File: src/rtl/fifo_pkg.sv
// Shared constants and sizing helpers for the parametrised FIFO family.
//   FIFO_ADDR_W(depth) : pointer width for a power-of-two depth (min 1)
//   FIFO_CNT_W(depth)  : occupancy counter width, wide enough to hold DEPTH
package fifo_pkg;

  localparam int FIFO_DATA_W_DEF = 32;
  localparam int FIFO_DEPTH_DEF  = 16;

  function automatic int FIFO_ADDR_W(input int depth);
    return (depth > 1) ? $clog2(depth) : 1;
  endfunction

  function automatic int FIFO_CNT_W(input int depth);
    return $clog2(depth) + 1;
  endfunction

endpackage

File: src/rtl/fifo_dp_mem.sv
// Simple dual-port storage array, DEPTH x DATA_W.
//   gclk  : write clock
//   we    : write enable, waddr/wdata written on rising edge
//   raddr : asynchronous read address, rdata follows combinationally
// Contents are intentionally not reset.
module fifo_dp_mem #(
  parameter int DATA_W = 32,
  parameter int DEPTH  = 16,
  parameter int ADDR_W = 4
) (
  input  logic              gclk,
  input  logic              we,
  input  logic [ADDR_W-1:0] waddr,
  input  logic [DATA_W-1:0] wdata,
  input  logic [ADDR_W-1:0] raddr,
  output logic [DATA_W-1:0] rdata
);

  logic [DATA_W-1:0] mem [DEPTH];

  always_ff @(posedge gclk) begin
    if (we) mem[waddr] <= wdata;
  end

  assign rdata = mem[raddr];

endmodule

File: src/rtl/param_sync_fifo.sv
// Parametrised single-clock FIFO with optional first-word-fall-through read.
//   Clk/Rst        : rising-edge clock, async active-low reset
//   EN             : global enable (push/pop and sticky flags only move when 1)
//   CLR            : synchronous flush, works regardless of EN
//   WR/dataIn      : push request and data
//   RD/dataOut     : pop request and read data
//   EMPTY/FULL/ALMOST_EMPTY/ALMOST_FULL/COUNT : registered occupancy status
//   OVERFLOW/UNDERFLOW : sticky refused-push / refused-pop flags
module param_sync_fifo
  import fifo_pkg::*;
#(
  parameter int DATA_W   = FIFO_DATA_W_DEF,
  parameter int DEPTH    = FIFO_DEPTH_DEF,
  parameter int AF_LEVEL = 14,
  parameter int AE_LEVEL = 2,
  parameter bit FWFT     = 1'b0
) (
  input  logic                        Clk,
  input  logic                        Rst,
  input  logic                        EN,
  input  logic                        CLR,
  input  logic                        WR,
  input  logic [DATA_W-1:0]           dataIn,
  input  logic                        RD,
  output logic [DATA_W-1:0]           dataOut,
  output logic                        EMPTY,
  output logic                        FULL,
  output logic                        ALMOST_EMPTY,
  output logic                        ALMOST_FULL,
  output logic [FIFO_CNT_W(DEPTH)-1:0] COUNT,
  output logic                        OVERFLOW,
  output logic                        UNDERFLOW
);

  localparam int ADDR_W = FIFO_ADDR_W(DEPTH);
  localparam int CNT_W  = FIFO_CNT_W(DEPTH);

  localparam logic [CNT_W-1:0] DEPTH_C = CNT_W'(DEPTH);
  localparam logic [CNT_W-1:0] AF_C    = CNT_W'(AF_LEVEL);
  localparam logic [CNT_W-1:0] AE_C    = CNT_W'(AE_LEVEL);

  if ((DEPTH < 2) || ((DEPTH & (DEPTH - 1)) != 0)) begin : g_bad_depth
    $error("param_sync_fifo: DEPTH must be a power of two >= 2");
  end
  if ((AF_LEVEL < 1) || (AF_LEVEL > DEPTH)) begin : g_bad_af
    $error("param_sync_fifo: AF_LEVEL out of range 1..DEPTH");
  end
  if ((AE_LEVEL < 0) || (AE_LEVEL > DEPTH - 1)) begin : g_bad_ae
    $error("param_sync_fifo: AE_LEVEL out of range 0..DEPTH-1");
  end

  logic [ADDR_W-1:0] wr_ptr, rd_ptr;
  logic [CNT_W-1:0]  cnt_nxt;
  logic [DATA_W-1:0] mem_rdata;
  logic              act, push_ok, pop_ok;

  // Pop never bypasses from the write port, so a full FIFO can only accept
  // a push when a real entry leaves in the same cycle.
  assign act     = EN & ~CLR;
  assign pop_ok  = act & RD & ~EMPTY;
  assign push_ok = act & WR & (~FULL | pop_ok);

  always_comb begin
    cnt_nxt = COUNT;
    if (CLR)                    cnt_nxt = '0;
    else if (push_ok & ~pop_ok) cnt_nxt = COUNT + CNT_W'(1);
    else if (pop_ok & ~push_ok) cnt_nxt = COUNT - CNT_W'(1);
  end

  fifo_dp_mem #(
    .DATA_W (DATA_W),
    .DEPTH  (DEPTH),
    .ADDR_W (ADDR_W)
  ) u_mem (
    .gclk  (Clk),
    .we    (push_ok),
    .waddr (wr_ptr),
    .wdata (dataIn),
    .raddr (rd_ptr),
    .rdata (mem_rdata)
  );

  // Status flags are registered from next-state occupancy so they line up
  // with COUNT in the cycle after each edge.
  always_ff @(posedge Clk or negedge Rst) begin
    if (!Rst) begin
      wr_ptr       <= '0;
      rd_ptr       <= '0;
      COUNT        <= '0;
      EMPTY        <= 1'b1;
      FULL         <= 1'b0;
      ALMOST_EMPTY <= 1'b1;
      ALMOST_FULL  <= 1'b0;
      OVERFLOW     <= 1'b0;
      UNDERFLOW    <= 1'b0;
    end else begin
      COUNT        <= cnt_nxt;
      EMPTY        <= (cnt_nxt == '0);
      FULL         <= (cnt_nxt == DEPTH_C);
      ALMOST_EMPTY <= (cnt_nxt <= AE_C);
      ALMOST_FULL  <= (cnt_nxt >= AF_C);
      if (CLR) begin
        wr_ptr    <= '0;
        rd_ptr    <= '0;
        OVERFLOW  <= 1'b0;
        UNDERFLOW <= 1'b0;
      end else begin
        // Power-of-two depth: pointers wrap by plain overflow.
        if (push_ok) wr_ptr <= wr_ptr + ADDR_W'(1);
        if (pop_ok)  rd_ptr <= rd_ptr + ADDR_W'(1);
        if (EN & WR & FULL & ~pop_ok) OVERFLOW  <= 1'b1;
        if (EN & RD & EMPTY)          UNDERFLOW <= 1'b1;
      end
    end
  end

  if (FWFT) begin : g_fwft
    // Head entry shown directly; a word pushed into an empty FIFO appears
    // once EMPTY drops after the write edge.
    assign dataOut = EMPTY ? '0 : mem_rdata;
  end else begin : g_reg
    logic [DATA_W-1:0] dout_q;
    always_ff @(posedge Clk or negedge Rst) begin
      if (!Rst)        dout_q <= '0;
      else if (CLR)    dout_q <= '0;
      else if (pop_ok) dout_q <= mem_rdata;
    end
    assign dataOut = dout_q;
  end

endmodule
File: config.mk
export PLATFORM = sky130hd
export DESIGN_NAME = param_sync_fifo
export DESIGN_NICKNAME = d
export VERILOG_FILES = /design/src/rtl/fifo_pkg.sv /design/src/rtl/fifo_dp_mem.sv /design/src/rtl/param_sync_fifo.sv
export SDC_FILE = /design/constraint.sdc
export NUM_CORES = 1
export LEC_CHECK = 0
export ABC_AREA = 0
export CAP_MARGIN = 10
export CORE_MARGIN = 1.5
export CORE_UTILIZATION = 48
export DETAILED_ROUTE_END_ITERATION = 10
export PLACE_DENSITY = 0.66
export SLEW_MARGIN = 40
export SYNTH_ARGS = -nofsm -noshare
export SYNTH_HDL_FRONTEND = slang
export SYNTH_SLANG_ARGS = --single-unit
File: constraint.sdc
create_clock -name Clk -period 3.5 [get_ports Clk]
set_input_delay 0.525 -clock Clk [delete_from_list [all_inputs] [get_ports Clk]]
set_output_delay 0.525 -clock Clk [all_outputs]
set_load 0.01 [all_outputs]
# == After elaboration in Yosys (flattened, before gate mapping) ==
# Memories as Yosys holds them, arrays and structs flattened.
# Index checks and enable logic that the tools add are counted.
# word_totals
regBits,51
ramBits,512
output_inout_bits,43
in_bits,38
wordCells,56
memories,1
# memory_table
memory,words,word_bits,rd,rd_ports_with_merged_regs,wr,line_no,text
u_mem.mem,16,32,1,0,1,fifo_dp_mem.sv:19,logic [DATA_W-1:0] mem [DEPTH];
# op_classes
muxes,15
eq_ne,1
addsub,4
reduce_logical,5
n_bitwise,18
magnitude_cmp,2
# op_table
operator,n
32-bit 2-to-1 mux,2
4-bit 2-to-1 mux,4
5-bit 2-to-1 mux,3
1-bit bitwise AND,12
4-bit by 1-bit adder with 4-bit output (second input constant),2
2-bit nonzero test,4
1-bit 2-to-1 mux,6
5-bit by 1-bit adder with 5-bit output (second input constant),1
5-bit equality test (second input constant),1
5-bit by 4-bit greater-or-equal comparator with 1-bit output (second input constant),1
5-bit by 2-bit less-or-equal comparator with 1-bit output (second input constant),1
5-bit zero test,1
1-bit inverter,5
5-bit by 1-bit subtractor with 5-bit output (second input constant),1
1-bit bitwise OR,1

# == Depth between registers and ports, before layout ==
# Gate-level depths: netlist (run 1).
# depth
depth_word,12
ltp_mapped,8
ltp_nobuf,8

# == Hierarchy ==
# Synthesis (run 1) repeated with hierarchy kept, for this count alone.
# unflattened
cells_unflattened,1035
area_unflattened_um2,21490.6
# modules_own_cells
mod,area_per_inst_um2,instances,cells_per_inst
fifo_dp_mem,19213.4,1,806
param_sync_fifo,2277.2,1,229

# == Worst setup path after synthesis (run 1) ==
# OpenSTA, ideal clock, no wires.
# synth_timing
path_type,input port to flip-flop
from,input WR
to,memory u_mem.mem[3][0] (enable)
cell_stages,5
setup_slack_ns,-0.577
arrival_ns,3.615
path_buffers,1
path_cell_list,buf_4 nand3b_2 a21oi_1 nand2_1 nor3_1
# synth_between
elab_chain_cells,4
# synth_lines
item,line_no,text
"start, declared",param_sync_fifo.sv:22,"input logic WR,"
1-bit bitwise AND (2 in a row),param_sync_fifo.sv:61,assign push_ok = act & WR & (~FULL | pop_ok);
1-bit 2-to-1 mux,fifo_dp_mem.sv:22,if (we) mem[waddr] <= wdata;
1-bit 2-to-1 mux (implied by the code),fifo_dp_mem.sv:22,
"end, declared",fifo_dp_mem.sv:19,
# No other way between the ends.

# == Worst setup path in the final report (run 1) ==
# layout_timing
from,input WR
to,memory u_mem.mem[15][3] (enable)
# Same word-level chain as after synthesis.

==> results by group, run 1 <==
Cells and area
  • Final Non-Filler Cells: 1,894
  • Layout area overhead: 17.47%
  • Final core utilization: a little under three fifths
  • FILL cells: between 3,000 and 4,000
  • Area taken by flip-flops and latches: 16,660 sq um
  • Ratio of cells with drive above 1 in the final layout: 22.64%
  • Area of the multi-input gates: 5139 sq um
  • # nets final: ~1,300
  • # diodes: 0

Detailed routing
  • Vias: between 10,000 and 15,000
  • DRC Markers: 0
  • Average wire per standard cell: approximately 25 um
  • First DRT Iteration DRCs: about 910
  • Vias per Instance: ~5.8
  • Drt pass-1 iters: 5
  • Final ANT Viol Nets: 0
  • Final wirelength: around 47,000 um

CTS
  • Post_cts resized: 0
  • Skew-Pair Late Insertion Delay: slightly above 600 ps
  • CTS Buf Count: 56
  • Clock H-tree levels: 2
  • CTS tree: done
  • CTS Hold Bufs: 0
  • Clock transition at path regs: around 60 ps
  • Setup Buffers After CTS: 0
  • CTS Sinks: between 500 and 600
  • Root Driver: clkbuf_16
  • Max clock buf depth: 3

Global routing
  • Global Route Usage Sum: between 20 and 25%
  • Initial antenna violation count: 0
  • First-pass GRT wire length: roughly 70,000 um
  • Grt ovf: 0
  • Largest net degree at the start of global routing: 60
  • Vias in the first global route: roughly 11,000

Synth
  • Post-synth top area share: between 70% and 80%
  • Synth Register Bits: about 560
  • Largest family of logic cells by synthesized area: multiplexers
  • Share of the yosys chip area belonging to registers: around three quarters
  • Synth unique cells: 54
  • Multiplexer share of the synthesized area: about 15%
  • Most used DFF post-synth: edfxtp_1
  • Compound-Gate Fraction of Synth Area: between 4 and 5%
  • Simple-gate area share of the yosys netlist: 2.547%
  • Syn_area_per_cell: approximately 20 sq um
  • Syn Inst Count: about 1,100
  • Synthesized cell area: ~22,000 sq um
  • EDFF count, synth: 512
  • Most frequent cell after synthesis: edfxtp_1
  • Share of synthesized registers carrying an async set or reset: between 9 and 10%
  • Synth area leaders: edfxtp_1 70%, mux4_2 8.8%, dfrtp_1 5.6%
  • Most common library cells after synthesis: 512 x edfxtp_1, 86 x mux4_2, 68 x mux2i_1, 49 x dfrtp_1, 47 x nor2_1
  • Syn Nets: roughly 1,200
  • Warnings, synthesis: 0
  • Xor and xnor area share after synthesis: less than 1%
  • Area leader, netlist: edfxtp_1
  • Post-Synth Adder-Cell Area: 0.3988%

Hold path
  • Hold Path Class: primary input to asynchronous set/reset pin

Worst setup path
  • CP Capture Type: register
  • CP Class: primary input to register
  • Startpoint types: primary input
  • Max FO, Critical Path: 24
  • Worst EP arrival: ~2600 ps
  • Worst Path Required: around 3700 ps

Timing
  • Fmax: around 0.42 GHz
  • Rel. slew slack: a little over half
  • Final Skew: 25.19 ps
  • Slew Viols, Final: 0
  • Worst Max-Slew Pin Slew: roughly 700 ps
  • Final min period: approximately 2400 ps
  • Unrepaired setup endpoints after global routing: false
  • Setup_tns: 0 ps
  • Hold Vio Cnt, Final: 0
  • Hold Worst Slack: around 5.2 ps
  • Final setup viols: 0
  • Fin crit share: roughly two thirds

Pwr
  • Power Total: 13,890 uW
  • Maximum vdd drop: 0.0003954 V
  • Sequential power share: approximately 53%
  • Net switching fraction of the power: 20.05%
  • Pwr/cell area: approximately 540 nW/um^2
  • Internal power: around 11,000 uW
  • Comb power frac: 3.4%
  • Sw power: ~2800 uW
  • Pleak: 0.008098 uW
  • Clock power frac: 43.3%

Placement
  • DP HPWL: around 26,000 um
  • RePlAce Congestion: between 0.7 and 0.8
  • Placed cells: between 1,500 and 2,000
  • IO buf count: 80

Run
  • MaxCap Viol Count: 0

Floorplan
  • Core ar.: between 40,000 and 50,000 sq um
  • Starting Density: between 40% and 50%
  • Die Wd: around 220 um
  • Rows: around 80
  • # IOs: slightly above 80
  • Die area: 47,050 sq um
  • Die height: between 200 and 250 um

Outcome
  • Status: complete, no violations
logic make-up (layout without fill, tap and decap cells):
logic type / count (synthesis) / after routing
compound gates: 152 / 152
xor+xnor: 6 / 6
fa+ha+maj: 7 / 7
buf+inv: 67 / 239
flops: 563 / 563
mux: 215 / 215
simple gates: 112 / 112
cell type report:
class	instances	area share (%)
tap	600	2.910
clock inverter	31	1.232
inverter	6	0.08729
sequential	563	64.59
clock buffer	75	6.067
multi-input combinational	492	19.92
timing repair buffer	127	5.194
per-layer routing:
layer / vias up / global-route usage (%) / routed length (um)
li1: 4832 / - / -
met1: 5690 / 27.83 / 20250
met2: 302 / 34.35 / 23320
met3: 71 / 3.005 / 2098
met4: 0 / 5.949 / 974
met5: - / 0 / 0
path summary, 6_finish.rpt:
| check | from | endpoint | slack, ps | depth (start not counted) |
|---|---|---|---|---|
| setup / recovery | WR | u_mem.mem[15][3] | 1130 | 7 |
| hold / removal | Rst | UNDERFLOW | 5 | 2 |
| setup reg to reg | rd_ptr[0] | dataOut[13] | 1200 | 4 |
| hold reg to reg | dataOut[12] | dataOut[12] | 510 | 1 |
| max in group asynchronous | Rst | rd_ptr[2] | 2970 | 2 |
| min in group Clk | dataOut[12] | dataOut[12] | 510 | 1 |
metrics by stage:
step                      worst slack [ps]  area (sq um)
after floorplan                      277.5         21980
after global placement               523.4         23890
after detailed placement             509.0         23920
after CTS                             1120         25800
after global routing                  1001         25800
final                                 1132         25800
placed cells by master (no fill, tap or decap), types with 9 or more instances in the layout:
master / netlist / layout
nand2_1: 13 / 12
mux2_1: 17 / 17
edfxtp_1: 512 / 512
mux2i_1: 68 / 68
o21ai_0: 9 / 9
clkdlybuf4s50_1: 0 / 79
o21bai_1: 21 / 21
buf_4: 9 / 31
buf_12: 0 / 15
o22ai_1: 21 / 21
mux4_2: 86 / 86
nor2_4: 0 / 14
clkinv_2: 0 / 13
dfrtp_1: 49 / 46
clkbuf_16: 0 / 58
a21oi_1: 39 / 39
o21ai_1: 28 / 28
clkbuf_1: 25 / 12
a221o_1: 18 / 18
mux2_2: 44 / 44
nor3_1: 21 / 17
nor2_1: 47 / 33
registers in the layout, indices dropped and copies added, names as in the netlist:
| register | count |
|---|---|
| ALMOST_EMPTY | 1 |
| ALMOST_FULL | 1 |
| COUNT | 5 |
| EMPTY | 1 |
| FULL | 1 |
| OVERFLOW | 1 |
| UNDERFLOW | 1 |
| dataOut | 32 |
| rd_ptr | 4 |
| u_mem.mem | 512 |
| wr_ptr | 4 |
critical path: stages:
cell,delay [ps]
clkdlybuf4s50_1,650
nand3b_2,180
a21oi_1,160
buf_4,180
nand2_1,270
nor2_4,190
buf_4,430
power by group through the flow:
stage                     Sequential (uW)  Combinational [uW]  Clock, uW
after floorplan                      7540                 235          0
after global placement               7550                 467          0
after detailed placement             7550                 476          0
after CTS                            7410                 477       6140
after global routing                 7410                 510       6400
final                                7410                 467       6020
Note: power is estimated with default switching activity, not from simulation.
==> inputs of run 2 (changes only) <==
PLACE_DENSITY = 0.63   (was 0.66)
clock period = 2.2 ns   (was 3.5 ns; I/O delays follow)
==> run 2 against run 1 <==
Effect of this change:
- design area rose by 3.3%
- cell count grew 2.9%
- worst hold slack gained 220 ps
- sequential power is 59% higher
==> results by group, run 2 (synthesized netlist as in run 1, its figures left out) <==
Outcome
  • Status: complete, no violations

Global routing
  • Grt ovf: 0
  • Vias in the first global route: around 11,000
  • Largest net degree at the start of global routing: approximately 60
  • First-pass GRT wire length: between 70,000 and 80,000 um
  • Initial antenna violation count: 0
  • Global Route Usage Sum: between 20 and 25%

Cells and area
  • Most common cell after layout, fill and taps aside: edfxtp_1
  • # diodes: 0
  • FILL cells: roughly 3,300
  • # nets final: between 1,000 and 1,500
  • Area taken by flip-flops and latches: roughly 17,000 sq um
  • Area of the multi-input gates: about 5200 sq um
  • Number of flip-flops in the largest register: ~510
  • Layout area overhead: 21.37%
  • Most frequent cells in the layout: 512 x edfxtp_1, 86 x mux4_2, 79 x clkdlybuf4s50_1
  • Ratio of cells with drive above 1 in the final layout: 25.67%
  • Top reg by flops: u_mem.mem
  • Final Non-Filler Cells: ~1,900
  • Final core utilization: between 50% and 60%
  • Fin area: about 27,000 sq um

Timing
  • Setup_tns: 0 ps
  • Worst Max-Slew Pin Slew: 701.3 ps
  • Rel. slew slack: a little over half
  • Hold Vio Cnt, Final: 0
  • Final min period: about 2100 ps
  • Final Skew: 14.44 ps
  • Fin crit share: 96.11%
  • Hold Worst Slack: ~230 ps
  • Final setup viols: 0
  • Slew Viols, Final: 0
  • Unrepaired setup endpoints after global routing: false
  • Fmax: between 0.4 and 0.5 GHz

Worst setup path
  • R2r worst-path depth: 5
  • Slowest stage cell, crit path: clkdlybuf4s50_1
  • Max FO, Critical Path: 9
  • CP Class: register to output port
  • Crit-path max cell delay: 610 ps
  • Worst Path Required: 1870 ps
  • Startpoint types: register
  • WP buf/inv: 1
  • Worst EP arrival: about 1800 ps
  • CP cell instances: clkdlybuf4s50_1
  • CP top delay family: buffers and inverters
  • Stages on worst setup path: 1
  • CP Capture Type: output port

Floorplan
  • Die height: approximately 220 um
  • # IOs: between 80 and 90
  • Die area: between 40,000 and 50,000 sq um
  • Starting Density: between 40% and 50%
  • Die Wd: 216.9 um
  • Rows: just under 80
  • Core ar.: approximately 45,000 sq um

Detailed routing
  • Final wirelength: about 47,000 um
  • Vias: 10,940
  • DRC Markers: 0
  • Vias per Instance: 5.613
  • Final ANT Viol Nets: 0
  • First DRT Iteration DRCs: 725
  • Drt pass-1 iters: 5
  • Average wire per standard cell: roughly 24 um

Placement
  • IO buf count: 80
  • DP Area: between 20,000 and 25,000 sq um
  • Placed cells: around 1,800
  • DP HPWL: roughly 29,000 um
  • RePlAce Congestion: 0.8471

CTS
  • Clock transition at path regs: around 60 ps
  • CTS tree: done
  • Skew-Pair Late Insertion Delay: between 500 and 600 ps
  • Clock H-tree levels: 2
  • CTS Buf Count: 55
  • Max clock buf depth: 3
  • CTS Sinks: approximately 560
  • Root Driver: clkbuf_16

Pwr
  • Maximum vdd drop: 0.0006804 V
  • Pwr/cell area: approximately 800 nW/um^2
  • Pleak: approximately 0.0085 uW

Hold path
  • Hold Path Class: primary input to asynchronous set/reset pin

Run
  • MaxCap Viol Count: 0
-- run 2: cell types whose count changed in the layout (fill, tap and decap cells not counted), moves of 2 or more --
cell        previous run  this run
buf_12                15        49
buf_16                 0         2
buf_4                 31        52
bufinv_16              5         3
clkbuf_1              12        20
clkbuf_8               5         8
clkinv_1               7         3
clkinv_2              13        11
clkinvlp_4             2         0
inv_6                  4         0
nand2_1               12        10
-- run 2: final timing paths --
path | from | to | slack (ps)
max | FULL | FULL | 90
max in group asynchronous | Rst | ALMOST_EMPTY | 1310
min reg2reg | UNDERFLOW | UNDERFLOW | 510
max reg2reg | rd_ptr[0] | dataOut[12] | 110
min in group Clk | UNDERFLOW | UNDERFLOW | 510
min | Rst | dataOut[5] | 230
-- run 2: power breakdown --
part | switching, uW | total, uW | internal, uW
registers | 37.7 | 11800 | 11700
clock network | 3760 | 9280 | 5510
logic | 462 | 868 | 405
total | 4260 | 21900 | 17700
-- run 2: per-layer routing --
metal,GRT usage [%],vias to the layer above,wire [um]
met3,3.047,76,1629
met5,0,-,0
li1,-,4952,-
met1,26.18,5675,19650
met4,6.644,0,1156
met2,35.65,232,24390
-- run 2: layout make-up --
cell class	instances	area share [%]
clock buffer	87	6.234
clock inverter	16	0.5727
multi-input combinational	492	19.40
timing repair buffer	184	8.374
inverter	6	0.08449
sequential	563	62.52
tap	600	2.816
-- run 2: what timing repair did --
item / 4_1_cts / 5_1_grt
resized for setup: 0 / 2
hold buffers: 1 / 0
buffers inserted: 0 / 2
setup endpoints to repair: 0 / 6
endpoints found under the hold margin: 12 / 0
-- run 2: through the flow --
stage / worst slack (ps) / power [uW]
detailed placement: -193.8 / 12870
CTS: 16.73 / 22110
global placement: -176.9 / 12860
finish: 85.53 / 21920
global route: 0.5653 / 22550
floorplan: -176.2 / 12380
==> patch, RTL diff (flow settings as in run 1) <==
`FIFO_DATA_W_DEF`: 32 -> 64.
--- a/src/rtl/fifo_pkg.sv
+++ b/src/rtl/fifo_pkg.sv
@@ -3,7 +3,7 @@
 //   FIFO_CNT_W(depth)  : occupancy counter width, wide enough to hold DEPTH
 package fifo_pkg;
 
-  localparam int FIFO_DATA_W_DEF = 32;
+  localparam int FIFO_DATA_W_DEF = 64;
   localparam int FIFO_DEPTH_DEF  = 16;
 
   function automatic int FIFO_ADDR_W(input int depth);
Interface: changed (resized dataIn and dataOut); port bits go from 81 to 145. No check against the original RTL was run, so the function may have changed too.
==> patch against run 1 <==
Clock power rose by 91%. Routed wire length up 100%. Non-clock buffer count up 95. Via count grew 91%. Power increased by 94%. Sequential cell count increased by 544. Synthesized cell count up 86%. Synthesized area is 94% higher. Clock skew grew 0.0078 ns. Sequential share of layout area increased by 1.4 points. Count of clock-buffer cells in the layout increased by 85. Cell area rose by 93%. Worst setup slack got worse by 0.31 ns. Critical path type is now flip-flop to flip-flop. Largest cell class unchanged.
==> patch: results (changes against run 1) <==
outcome: completed
vias in the first global route: 21800 (+95%)
Syn Nets: 2160 (+85%)
Syn Area/Cell: 20.5 um2 (+4.6%)
top post-synthesis cells by count: edfxtp_1, mux4_2, mux2i_1
largest register by flop count: u_mem.mem
CP max FO: 59 (+150%)
via/cell ratio: 5.86 (+1.8%)
top post-synthesis cells by area: edfxtp_1, mux4_2, dfrtp_1
Worst VDD drop: 439 uV (+11%)
initial antenna violation count: 0 (unchanged)
FFs w/ async S/R, synth: 7.50% (-1.6 points)
Synthesis Warnings: 0 (unchanged)
FILL cells: 6445 (+88%)
CTS root buf: clkbuf_16
Worst R2R Path Depth: 6 (+2)
Reg clk slew, reported paths: 0.06 ns (about the same)
first-pass GRT wire length: 140000 um (+98%)
global-route met1 utilization: 29.2% (+1.4 points)
Pleak: 15.5 nW (+91%)
post-synthesis sequential area ratio: 77.0% (+1.2 points)
clk buf depth: 3 (unchanged)
Worst-Skew Late Latency: 0.67 ns (+0.06 ns)
# H-tree levels: 3 (+1)
largest net degree at the start of global routing: 84 (+40%)
CP max stage cell: dfrtp_4
Synth Flop Type: edfxtp_1
Max stage delay on crit path: 0.81 ns (+0.16 ns)
Worst-Margin Slew: 0.787 ns (+0.0869 ns)
dpl cell area: 46200 um2 (+93%)
Final HPWL DP: 53200 um (+100%)
number of flops mapped to enable cells by yosys: 1024 (+100%)
M3 GR Usage: 3.33% (+0.33 points)
gpl congestion: 0.845 (+11%)
worst hold path type: input pin to asynchronous set/reset pin
CTS buffer count: 109 (+95%)
IO buf count: 144 (+80%)
DR pass1 iterations: 6 (+1)
# hold bufs at CTS: 1 (+1)
met2 Usage GRT: 34.6% (+0.25 points)
CP arrival: 3.26 ns (+0.65 ns)
number of distinct library cells after synthesis: 56 (+3.7%)
Worst Skew: 0.0329 ns (+0.00776 ns)
GRT Overall Usage: 20.9% (+0.50 points)
total wire length: 93400 um (+100%)
Final nets: 2376 (+84%)
Post-Place Cells: 3352 (+87%)
Post-CTS Setup Bufs: 0 (unchanged)
Initial DRC Count: 1877 (+110%)
max reg flops: 1024 (+100%)
layout cells sized above 1: 22.9% (+0.24 points)
Avg WL per Cell: 26.2 um (+6.5%)
Post-Place Worst Slack: 0.309 ns (-0.200 ns)
-- patch: changes by cell type after synthesis, moves of 15 or more --
cell,run 1,this run
edfxtp_1,512,1024
mux4_2,86,176
mux2i_1,68,133
mux2_2,44,104
o21ai_0,9,54
a21oi_1,39,74
clkbuf_1,25,57
dfrtp_1,49,81
nor3_1,21,41
o21bai_1,21,40
o22ai_1,21,40
a221o_1,18,36
o21ai_1,28,13
-- patch: layout make-up --
type | instances | area share [%]
Clock inverter | 47 | 0.930
Inverter | 5 | 0.0377
Sequential cell | 1107 | 66.0
Tap cell | 1165 | 2.93
Multi-Input combinational cell | 854 | 18.8
Antenna cell | 2 | 0.0101
Timing Repair Buffer | 222 | 5.00
Clock buffer | 160 | 6.27
-- patch: power breakdown --
group          leakage [nW]  switching [W]  internal [W]
clock network          1.73        0.00482       0.00664
logic                  3.39       0.000521      0.000394
registers              10.3      0.0000490        0.0145
-- patch: critical path: cells and delay by family (launching register included) --
kind | cells | cell delay (ns)
flops | 1 | 0.81
compound gates | 3 | 0.68
simple gates | 1 | 0.48
buf+inv | 1 | 0.42
mux | 1 | 0.13
-- patch: final timing paths --
check	start	to	slack [ns]
max in group asynchronous	Rst	rd_ptr[2]	2.49
hold / removal	Rst	dataOut[11]	0.48
min in group Clk	dataOut[9]	dataOut[9]	0.52
setup / recovery	rd_ptr[0]	dataOut[10]	0.82
hold reg to reg	dataOut[9]	dataOut[9]	0.52
setup reg to reg	rd_ptr[0]	dataOut[10]	0.82
-- patch: layer usage --
metal  part of all wire, %  wire [um]
met5                     0          0
met2                    50      46500
met4                   2.1       1990
met1                    43      39800
met3                   5.4       5080
-- patch: cells by family after synthesis --
kind of cell	after synthesis	synth area share, %
flip-flops	1107	77.0
multiplexers	425	15.5
AO/OA/AOI/OAI	276	4.17
AND/OR/NAND/NOR	141	1.65
buffers and inverters	122	1.39
adder cells (fa/ha/maj)	7	0.205
XOR/XNOR	5	0.103
-- patch: stage by stage --
| step | hold slack [ns] | setup TNS [ns] | utilization, % |
|---|---|---|---|
| floorplan | 0.229 | -268.68 | - |
| global placement | 0.498 | 0 | 52.3 |
| detailed placement | 0.504 | 0 | 52.3 |
| CTS | 0.483 | 0 | 56.4 |
| global route | 0.527 | 0 | 56.4 |
| finish | 0.476 | 0 | 56.4 |
